--- config.mk ---
export PLATFORM = sky130hd
export DESIGN_NAME = valid_ctrl
export DESIGN_NICKNAME = d
export VERILOG_FILES = /design/src/rtl/valid_ctrl_pkg.sv /design/src/rtl/valid_ctrl.sv
export SDC_FILE = /design/constraint.sdc
export NUM_CORES = 1
export LEC_CHECK = 0
export CAP_MARGIN = 40
export CORE_ASPECT_RATIO = 2
export CORE_UTILIZATION = 49
export CTS_CLUSTER_SIZE = 24
export DETAILED_ROUTE_END_ITERATION = 10
export PLACE_DENSITY = 0.88
export REMOVE_ABC_BUFFERS = 1
export SLEW_MARGIN = 40
export SYNTH_ARGS = -nofsm -noshare
export SYNTH_HDL_FRONTEND = slang
export SYNTH_SLANG_ARGS = --single-unit
--- constraint.sdc ---
create_clock -name clk -period 3.48 [get_ports clk]
set_input_delay 0.522 -clock clk [delete_from_list [all_inputs] [get_ports clk]]
set_output_delay 0.522 -clock clk [all_outputs]
set_load 0.02 [all_outputs]
--- src/rtl/valid_ctrl_pkg.sv ---
// Shared definitions for the L1 D-cache valid-bit array controller:
// geometry, request opcodes, FSM states, the latched request payload
// and a way-mask helper.
package valid_ctrl_pkg;

  localparam int unsigned NUM_SET = 128;
  localparam int unsigned NUM_WAY = 8;
  localparam int unsigned SET_W   = $clog2(NUM_SET);
  localparam int unsigned WAY_W   = $clog2(NUM_WAY);
  localparam int unsigned ADDR_W  = 32;

  typedef enum logic [1:0] {
    OP_LOOKUP  = 2'b00,
    OP_SET_WAY = 2'b01,
    OP_CLR_WAY = 2'b10,
    OP_CLR_SET = 2'b11
  } op_e;

  typedef enum logic [2:0] {
    ST_BOOT  = 3'd0,
    ST_INIT  = 3'd1,
    ST_IDLE  = 3'd2,
    ST_RDATA = 3'd3,
    ST_FLUSH = 3'd4
  } state_e;

  // Request captured at accept time, consumed in the read-data cycle.
  typedef struct packed {
    op_e              op;
    logic [SET_W-1:0] set;
    logic [WAY_W-1:0] way;
  } req_t;

  // One-hot mask selecting a single way of a valid vector.
  function automatic logic [NUM_WAY-1:0] way_mask(input logic [WAY_W-1:0] way);
    return NUM_WAY'(1) << way;
  endfunction

endpackage

--- src/rtl/valid_ctrl.sv ---
// Controller for the valid-bit array: zero-init sweep after reset,
// whole-array flush sweep, and lookup / read-modify-write way updates.
//
// Ports:
//   clk, rst            clock, asynchronous active-low reset
//   flush_req           one-cycle pulse, invalidate all sets
//   flush_busy          high while the init or flush sweep runs
//   req_valid/ready     request handshake (accept when both high)
//   req_op/set/way      operation, target set, target way
//   rsp_valid/rsp_vec   one-cycle response strobe and valid vector
//   mem_en/rd_wr        array enable, 0 = read / 1 = write
//   mem_addr/mem_wdata  array address (zero-extended set) and write data
//   mem_rdata           array read data, valid the cycle after a read
//
// The array interface and handshake are combinational from state and
// inputs: the read is issued in the accept cycle and the write-back in
// the following cycle so the response lands one cycle after accept.
module valid_ctrl
  import valid_ctrl_pkg::*;
(
  input  logic               clk,
  input  logic               rst,
  input  logic               flush_req,
  output logic               flush_busy,
  input  logic               req_valid,
  output logic               req_ready,
  input  logic [1:0]         req_op,
  input  logic [SET_W-1:0]   req_set,
  input  logic [WAY_W-1:0]   req_way,
  output logic               rsp_valid,
  output logic [NUM_WAY-1:0] rsp_vec,
  output logic               mem_en,
  output logic               rd_wr,
  output logic [ADDR_W-1:0]  mem_addr,
  output logic [NUM_WAY-1:0] mem_wdata,
  input  logic [NUM_WAY-1:0] mem_rdata
);

  state_e             state_q, state_d;
  logic [SET_W-1:0]   cnt_q, cnt_d;
  logic               flush_pend_q, flush_pend_d;
  req_t               req_q, req_d;
  logic [NUM_WAY-1:0] rsp_vec_q, rsp_vec_d;
  logic [NUM_WAY-1:0] new_vec;

  // State and datapath registers.
  always_ff @(posedge clk or negedge rst) begin
    if (!rst) begin
      state_q      <= ST_BOOT;
      cnt_q        <= '0;
      flush_pend_q <= 1'b0;
      req_q        <= '0;
      rsp_vec_q    <= '0;
    end else begin
      state_q      <= state_d;
      cnt_q        <= cnt_d;
      flush_pend_q <= flush_pend_d;
      req_q        <= req_d;
      rsp_vec_q    <= rsp_vec_d;
    end
  end

  // Next-state and output logic.
  always_comb begin
    state_d      = state_q;
    cnt_d        = cnt_q;
    flush_pend_d = flush_pend_q;
    req_d        = req_q;
    rsp_vec_d    = rsp_vec_q;
    new_vec      = '0;
    flush_busy   = 1'b0;
    req_ready    = 1'b0;
    rsp_valid    = 1'b0;
    rsp_vec      = rsp_vec_q;
    mem_en       = 1'b0;
    rd_wr        = 1'b0;
    mem_addr     = '0;
    mem_wdata    = '0;

    case (state_q)
      ST_BOOT: begin
        flush_busy = 1'b1;
        state_d    = ST_INIT;
      end

      // Init and flush share one zero-write sweep; flush_req is ignored
      // here because every set is being cleared anyway.
      ST_INIT, ST_FLUSH: begin
        flush_busy = 1'b1;
        mem_en     = 1'b1;
        rd_wr      = 1'b1;
        mem_addr   = ADDR_W'(cnt_q);
        if (cnt_q == SET_W'(NUM_SET - 1)) begin
          cnt_d   = '0;
          state_d = ST_IDLE;
        end else begin
          cnt_d = cnt_q + SET_W'(1);
        end
      end

      // Flush (new or pending) wins over a simultaneous request.
      ST_IDLE: begin
        req_ready = ~flush_req & ~flush_pend_q;
        if (flush_req || flush_pend_q) begin
          flush_pend_d = 1'b0;
          state_d      = ST_FLUSH;
        end else if (req_valid) begin
          mem_en   = 1'b1;
          mem_addr = ADDR_W'(req_set);
          req_d    = '{op: op_e'(req_op), set: req_set, way: req_way};
          state_d  = ST_RDATA;
        end
      end

      // Old vector is on mem_rdata; respond and write back the new one.
      ST_RDATA: begin
        rsp_valid = 1'b1;
        state_d   = ST_IDLE;
        if (flush_req) begin
          flush_pend_d = 1'b1;
        end
        case (req_q.op)
          OP_LOOKUP:  new_vec = mem_rdata;
          OP_SET_WAY: new_vec = mem_rdata | way_mask(req_q.way);
          OP_CLR_WAY: new_vec = mem_rdata & ~way_mask(req_q.way);
          default:    new_vec = '0;
        endcase
        rsp_vec   = new_vec;
        rsp_vec_d = new_vec;
        if (req_q.op != OP_LOOKUP) begin
          mem_en    = 1'b1;
          rd_wr     = 1'b1;
          mem_addr  = ADDR_W'(req_q.set);
          mem_wdata = new_vec;
        end
      end

      default: state_d = ST_BOOT;
    endcase
  end

endmodule

==> metrics, run 1 <==
outcome=completed; Root Buffer Master=clkbuf_8; Critical Path Sink=mem_addr[6]; largest net degree at the start of global routing=32; most common cell in the netlist=dfrtp_1; first-pass GRT wire length=7460 um; clock slew at the register clock pins of the worst setup and hold paths=roughly 0.070 ns; Distinct cells, synth=roughly 50; # resized after CTS=0; most instantiated cells after synthesis=dfrtp_1, buf_4, nor2_1; Synth warnings=0; Slew headroom=around 60%; internal power=546 uW; initial antenna violation count=0; I/O pin count=77; Synth Flop Type=dfrtp_1; CTS Buf Count=5; initial drt markers=19; R2R Path Start=state_q[1]; worst path required time=2.96 ns; CTS H-Tree Depth=2; reg2reg path depth=5; HPWL Detailed=3390 um; # rows=33; Die ar.=4670 um^2; reg2reg end=req_q[1]; max cap viols=0; M1 wire length=1730 um; Post-DP Area=2580 um^2; DRC violations left=0; Comb pwr share=12.1%; cell area after layout=2670 um^2; DR WL/cell=14.5 um; Final min period=3.17 ns; layout cell share with drive strength beyond 1=10.2%; Startpoint Class=flip-flop; Min-Delay Path Class=reg2reg; Die Span X=48.8 um; first-pass detailed-route iteration total=4; final setup violation count=0; Post-synth EDFFs=0; RSZ-0062 raised after global routing=false; flops & latches, synth=31; CP Capture Type=output port; Antenna diodes=0; Pleak=1.17 nW; Final Skew=0.00559 ns; gr usage total=roughly a fifth; highest routed layer=met4; peak supply drop=0.222 mV; maximum number of buffers from clock root to sink=2; sw frac=26.0%; via density per instance=5.43; Core Region=4170 um^2; initial core utilization=51.6%; flop-to-flop setup slack=1.36 ns; Pwr Density=276 nW/um^2; CP arrival=2.65 ns; Sink Count=31; Final nets=290; pin slew with the least headroom to its limit=0.598 ns; Hold Crit Start=req_q[6]; cell taking the most area after synthesis=dfrtp_1; Routed Antenna Nets=0; Net Sw Power=192 uW; synth top area cells=dfrtp_1, buf_4, mux2_4; crit path kind=reg2out; Synth Cell Area=2150 um^2; grt ovf=0; CTS tree=done; Die Span Y=95.7 um; vias post-DR=1,727; f_max=around 0.31 GHz; met2 wire length=2670 um; fraction of registers with async set/reset=100%; CP max FO=16; Detailed Route WL=4610 um; IO buf count=51; Final period util=between 90% and 100%; vias in the first global route=between 1.5k and 2k; Slew Limit Fails=0; clk_lat worst skew=about 0.28 ns; sequential area share after synthesis=36.1%; Layout area overhead=24.1%; Final Hold Viols=0; Post-CTS Hold Buffers=0; Worst Setup SP=state_q[2]; Synth top area share=36.1%; power share of the clock group=36.9%; setup TNS=0 ns; syn_area_per_cell=about 10 um^2; Fillers=roughly 350; Reg power frac=around half; WL met3=152 um; post-CTS setup buffer count=0; gpl congestion=0.828; Post-Syn Instances=approximately 220
-- cells in the final DEF, fill, tap and decap left out, types with 6 or more instances in the layout --
master,count
dfrtp_1,31
nand3b_1,7
nor2_1,17
nor3b_1,7
conb_1,25
a21oi_1,6
mux2_4,9
nor2b_1,6
clkdlybuf4s50_1,51
mux2i_1,7
a221o_1,8
o21ai_0,6
-- layer usage --
metal | global-route usage, % | vias to the layer above
li1 | - | 832
met1 | 21.2 | 837
met2 | 41.0 | 54
met3 | 4.11 | 4
met4 | 7.11 | 0
met5 | 0 | -
-- through the flow --
step	cells	setup slack, ns	utilization, %	hold WS [ns]	power [mW]
finish	318	0.305	64.0	0.515	0.738
global route	318	0.111	64.0	0.530	0.767
CTS	318	0.274	64.0	0.521	0.746
detailed placement	310	0.304	62.0	0.499	0.472
global placement	310	0.361	62.0	0.488	0.471
floorplan	202	1.10	-	0.226	0.427
-- sequential cells by signal, indices dropped and copies added, names as in the netlist --
name / flops
req_q: 12
rsp_vec_q: 8
flush_pend_q: 1
cnt_q: 7
state_q: 3
-- critical path, cell delays in order, from the launching register on --
cell and delay, ns:
dfrtp_1 0.47, nor2b_1 0.26, nand2_1 0.17, inv_2 0.26
o21a_1 0.39, a221o_1 0.22, clkdlybuf4s50_1 0.60
-- power groups by stage --
stage	clock, mW	combinational (mW)	sequential [mW]
3_3_place_gp	0	0.0879	0.383
5_1_grt	0.293	0.0961	0.377
4_1_cts	0.280	0.0896	0.376
6_report	0.273	0.0893	0.376
3_5_place_dp	0	0.0891	0.383
2_1_floorplan	0	0.0477	0.379
-- logic make-up after synthesis --
group	Yosys count	synth area share, %
adders and majority gates	1	0.582
AOI/OAI and AO/OA	46	15.2
other	1	0.174
muxes	20	11.6
and+or+nand+nor	71	21.1
DFF	31	36.1
xor gates and xnor gates	4	1.98
buffers and inverters	43	13.2
-- final cells by class --
class                   count  area (um^2)  area share (%)
repair buffers             56          548            20.5
flip-flops and latches     31          776            29.1
multi-input cells         167         1180            44.2
well taps                  52         65.1            2.44
clock inverters             2         12.5           0.469
clock buffers               6         72.6            2.72
inverters                   4         15.0           0.562
-- how the worst min path moves through the flow --
stage                           to  cells past startpoint
after floorplan           cnt_q[0]                      0
after CTS                 req_q[6]                      1
final                     req_q[6]                      1
after global placement    cnt_q[6]                      1
after detailed placement  req_q[5]                      1
after global routing      cnt_q[6]                      1
Power figures use the tool's default switching activity.
==> run 2: changes to the inputs <==
Settings changed: ABC_CLOCK_PERIOD_IN_PS from default to 3480, SLEW_MARGIN 40 to default.
==> results of run 2 <==
No change in the layout: final DEF, timing and power equal those of run 1.
